### src/rtl/fetch_queue.sv
// fetch_queue: owns the fetch PC, issues one prefetch request per cycle and queues {pc, instr, comp} for decode.
// Define FQ_COMPRESSED_EN to accept 16-bit RVC instructions (2-byte PC steps).
module fetch_queue #(
   parameter int unsigned FQ_DEPTH = 2,
   parameter logic [31:0] RESET_PC = 32'h0
) (
   input  logic        clk,
   input  logic        rst,
   input  logic        redir_valid,
   input  logic        redir_fence,
   input  logic [31:0] redir_addr,
   output logic        pf_valid,
   output logic        pf_fence,
   output logic [31:0] pf_addr,
   input  logic [31:0] pf_rdata,
   input  logic        pf_ready,
   output logic        dec_valid,
   input  logic        dec_ready,
   output logic [31:0] dec_pc,
   output logic [31:0] dec_instr,
   output logic        dec_comp
);
   localparam int unsigned N = 1 << FQ_DEPTH;
   localparam logic [FQ_DEPTH:0] FULL = (FQ_DEPTH+1)'(N);
`ifdef FQ_COMPRESSED_EN
   localparam logic [31:0] AMASK = 32'hffff_fffe;
`else
   localparam logic [31:0] AMASK = 32'hffff_fffc;
`endif
   logic [31:0]         pc_q, pc_d;
   logic [FQ_DEPTH:0]   cnt_q, cnt_d;
   logic [FQ_DEPTH-1:0] rd_q, rd_d, wr_q, wr_d;
   logic                fence_q, fence_d;
   logic [31:0]         pc_mem [N];
   logic [31:0]         instr_mem [N];
   logic                comp_mem [N];
   logic                push, pop, comp;
   logic [31:0]         instr;

   always_comb begin
`ifdef FQ_COMPRESSED_EN
      comp = pf_rdata[1:0] != 2'b11;
      instr = comp ? {16'h0, pf_rdata[15:0]} : pf_rdata;
`else
      comp = 1'b0;
      instr = pf_rdata;
`endif
      pf_valid = rst && !redir_valid && cnt_q != FULL;
      pf_fence = rst && fence_q && !redir_valid;
      pf_addr = pc_q;
      // the fence pulse occupies the request slot; its response is discarded
      push = pf_valid && pf_ready && !fence_q;
      dec_valid = rst && cnt_q != '0;
      pop = dec_valid && dec_ready && !redir_valid;
      dec_pc = dec_valid ? pc_mem[rd_q] : '0;
      dec_instr = dec_valid ? instr_mem[rd_q] : '0;
      dec_comp = dec_valid && comp_mem[rd_q];
   end

   always_comb begin
      pc_d = redir_valid ? (redir_addr & AMASK) : push ? pc_q + (comp ? 32'd2 : 32'd4) : pc_q;
      cnt_d = redir_valid ? '0 : cnt_q + (FQ_DEPTH+1)'(push) - (FQ_DEPTH+1)'(pop);
      rd_d = redir_valid ? '0 : rd_q + FQ_DEPTH'(pop);
      wr_d = redir_valid ? '0 : wr_q + FQ_DEPTH'(push);
      fence_d = redir_valid && redir_fence;
   end

   always_ff @(posedge clk) begin
      if (!rst) begin
         pc_q <= RESET_PC & AMASK;
         cnt_q <= '0;
         rd_q <= '0;
         wr_q <= '0;
         fence_q <= 1'b0;
      end else begin
         pc_q <= pc_d;
         cnt_q <= cnt_d;
         rd_q <= rd_d;
         wr_q <= wr_d;
         fence_q <= fence_d;
      end
      if (push) begin
         pc_mem[wr_q] <= pc_q;
         instr_mem[wr_q] <= instr;
         comp_mem[wr_q] <= comp;
      end
   end
endmodule

### config.mk
export PLATFORM = sky130hd
export DESIGN_NAME = fetch_queue
export DESIGN_NICKNAME = d
export VERILOG_FILES = /design/src/rtl/fetch_queue.sv
export SDC_FILE = /design/constraint.sdc
export NUM_CORES = 1
export LEC_CHECK = 0
export ABC_AREA = 1
export CAP_MARGIN = 5
export CORE_ASPECT_RATIO = 1.75
export CORE_UTILIZATION = 45
export DETAILED_ROUTE_END_ITERATION = 8
export PLACE_DENSITY = 0.76
export SLEW_MARGIN = 10
export SYNTH_ARGS = -nofsm -noshare
export SYNTH_HDL_FRONTEND = slang
export SYNTH_SLANG_ARGS = --single-unit
export TNS_END_PERCENT = 10
### constraint.sdc
create_clock -name clk -period 14.5 [get_ports clk]
set_input_delay 2.175 -clock clk [delete_from_list [all_inputs] [get_ports clk]]
set_output_delay 2.175 -clock clk [all_outputs]
set_load 0.1 [all_outputs]
==> flow_summary_export.csv <==
group,metric,value,unit
run_status,status,"complete, no violations",
min_path,holdPathEnd,"cnt_q[2]",
cells_and_area,fillCellCount,2215,
logic_synthesis,syn-cell-area,12100,um^2
setup_path,slowest_delay,1200,ps
die,die_w,126,um
logic_synthesis,avgSynthCellArea,10.5,um^2
logic_synthesis,synth_xor_area_frac,0.00579,
cells_and_area,finalNetCount,1372,
global_route,grt_pass1_vias,8404,
global_route,use_met1,0.242,
cells_and_area,area_growth,22.5,%
power,switching_power,393,uW
setup_path,critPathMaxFanout,63,
setup_path,r2r_start,"cnt_q[0]",
place,gp_congestion,0.897,
cells_and_area,drive_above_1_share,0.0616,
clock_tree,cts_hold_buf,0,
cells_and_area,final_util,0.560,
power,power.leakage,5.09,nW
cells_and_area,multiInputGateArea,3390,um^2
timing,hold_ws,487,ps
setup_path,cp-start-kind,"input pin",
setup_path,worst_setup_path_end_kind,"primary output",
global_route,met3_usage,0.0188,
min_path,hp-class,"register to register",
setup_path,crit_top_cell,"clkdlybuf4s50_1",
die,rows,79,
power,comb_power_share,0.075,
clock_tree,cts_inserted_buffers,25,
timing,finalHoldViolCount,0,
route,drc,0,
route,wire_per_inst,17.4,um
clock_tree,post_cts_resize_count,0,
route,ant_nets,0,
clock_tree,clockBufferDepth,3,
logic_synthesis,synth_top_cell_area_share,0.615,
logic_synthesis,synth_ff_type,"edfxtp_1",
timing,post-route-min-period,7200,ps
timing,post-route-period-util,0.497,
setup_path,r2r_slack,12160,ps
timing,max_slew_margin,0.306,
clock_tree,cts.clk_slew.worst_paths,60,ps
setup_path,cp_data_required_time,12320,ps
logic_synthesis,synth_top_family_by_area,"simple AND/OR/NAND/NOR gates",
setup_path,arrival,5030,ps
timing,timing.fmax,0.139,GHz
logic_synthesis,yosysSeqAreaShare,0.678,
logic_synthesis,yosys.area_share.adder,0.00476,
logic_synthesis,yosys.area_share.simple,0.162,
die,dieArea,27600,um^2
min_path,worstHoldStart,"cnt_q[2]",
global_route,track_usage,0.208,
setup_path,cp_slowest_cell,"clkdlybuf4s50_1",
global_route,overflow,0,
die,start_util,0.457,
power,power.share.switching,0.225,
clock_tree,cts_root_buffer,"clkbuf_16",
global_route,grt_max_degree,95,
cells_and_area,register_area,8210,um^2
clock_tree,clkLatencyLatePin,540,ps
route,drt-vias-per-instance,5.31,
die,io_pins,170,
route,dr.pass1.iters,7,
place,portBuffers,162,
logic_synthesis,synth.top_cells.by_area,"edfxtp_1 62%, nor2_1 9.0%, dfxtp_1 6.3%, o21ai_0 6.0%, nand2_1 4.1%",
timing,slew_viol_final,0,
place,place_ws,7320,ps
timing,setup_tns,0,ps
clock_tree,clock_sinks,286,
logic_synthesis,synth_compound_area_frac,0.104,
timing,setup_ws,7300,ps
power,ir_worst_vdd,79.4,uV
setup_path,crit_chain,"clkdlybuf4s50_1 > nand2_2 > buf_4 > a21oi_1 > clkdlybuf4s50_1",
logic_synthesis,synth.area.mux_share,0,
cells_and_area,antennaDiodeCount,0,
global_route,grt_pass1_wl,44300,um
power,power.internal,1.35,mW
timing,rsz0062_at_grt,"false",
logic_synthesis,synth_cells,1153,
logic_synthesis,synth_cell_types,36,
logic_synthesis,ys_async_sr_fraction,0,
global_route,grt_use_met2,0.392,
min_path,hold_depth,2,
die,die_h,219,um
logic_synthesis,ys_ff_latch,286,
logic_synthesis,synth_edf_count,248,
setup_path,path_class,"input pin to primary output",
logic_synthesis,synth_top_area_cell,"edfxtp_1",
timing,tightest_slew,1040,ps
setup_path,timing.rr.end,"cnt_q[2]",
route,routed-via-count,8704,
place,hpwl,16700,um
timing,final.setup_skew,18.3,ps
power,powerDensity,118,nW/um^2
global_route,grt_antenna_before_repair,0,
timing,finalSetupViolations,0,
clock_tree,cts_tree,"yes",
route,drt-initial-drc-count,627,
clock_tree,cts_setup_buffers,0,
route,drt-total-wl,28500,um
global_route,busiest_layer,"met2",
setup_path,r2r_cells,11,
power,pwr-share-clk,0.397,
logic_synthesis,ys_warn_count,0,
run,cap_violations,0,
die,core,26500,um^2
power,power_frac_seq,0.527,
clock_tree,htreeDepth,1,
[cells in the final DEF (no fill, tap or decap), drive strengths merged]
cell and n:
clkbuf 29, a31oi 7, and2 1, nor3 5, a22oi 1, inv 65, o21ai 152, a21oi 83
buf 13, nand4 5, xor2 4, dfxtp 38, conb 5, clkinv 11, xnor2 4, nand3b 2
nor2 297, clkdlybuf4s50 162, fa 1, o211ai 2, nand2 133, bufinv 5, edfxtp 248, nand3 39
ha 3
[power by group through the flow]
stage	combinational [mW]	clock, mW	sequential [mW]
finish	0.132	0.693	0.921
floorplan	0.0525	0	0.971
global placement	0.130	0	0.938
detailed placement	0.132	0	0.938
CTS	0.132	0.706	0.921
global route	0.140	0.734	0.922
[critical path: cells and delay by family]
kind,cells,cell delay [ps]
AOI/OAI and AO/OA,1,400
and+or+nand+nor,1,80
buffers and inverters,3,2290
[metal layers]
layer  part of all wire  routed length (um)
met1               0.40               11400
met2               0.53               15200
met3              0.040                1140
met4              0.027                 774
met5                  0                   0
[synthesized netlist by cell type, types with 2 or more instances]
master and number:
nor2_1 290, edfxtp_1 248, o21ai_0 145, nand2_1 131, a21oi_1 79, inv_1 61, dfxtp_1 38, nand3_1 34
clkbuf_1 28, buf_2 15, buf_1 9, a31oi_1 7, o21ai_1 7, buf_4 6, nor2_2 6, nand4_1 5
nor3_1 5, a21oi_2 4, inv_2 4, nand3_2 4, xnor2_1 4, xor2_1 4, ha_1 3, buf_6 2
nand3b_1 2, o211ai_1 2
[state kept, by name (all words and copies together) (netlist names)]
| register | cells |
|---|---|
| pf_addr | 30 |
| fence_q | 1 |
| cnt_q | 3 |
| rd_q | 2 |
| wr_q | 2 |
| instr_mem | 128 |
| pc_mem | 120 |
[cell type report]
| class | instances | area share |
|---|---|---|
| Tap cell | 324 | 0.0273 |
| Clock buffer | 29 | 0.0439 |
| Inverter | 66 | 0.0170 |
| Clock inverter | 15 | 0.0135 |
| Timing Repair Buffer | 175 | 0.116 |
| Multi-Input combinational cell | 744 | 0.228 |
| Sequential cell | 286 | 0.554 |
[cell families (layout without fill, tap and decap cells)]
group,count (synthesis),in the layout
simple gates,482,482
xor+xnor,8,8
other cells,1,5
compound gates,245,245
flops,286,286
buf+inv,127,285
fa+ha+maj,4,4
[per-stage QoR]
stage | area (um^2) | instances | power [mW]
after floorplan | 12100 | 1157 | 1.02
after global placement | 14000 | 1595 | 1.07
after detailed placement | 14000 | 1595 | 1.07
after CTS | 14800 | 1639 | 1.76
after global routing | 14800 | 1639 | 1.80
final | 14800 | 1639 | 1.75
[worst max path at each step]
| stage | from | end | slack (ps) | cells after the start |
|---|---|---|---|---|
| floorplan | rst | instr_mem[0][0] | 7100 | 5 |
| global placement | rst | dec_pc[16] | 7300 | 5 |
| detailed placement | rst | dec_pc[17] | 7320 | 5 |
| CTS | rst | dec_pc[17] | 7330 | 5 |
| global route | rst | dec_pc[17] | 7200 | 5 |
| finish | rst | dec_pc[17] | 7300 | 5 |
Power figures use the tool's default switching activity.
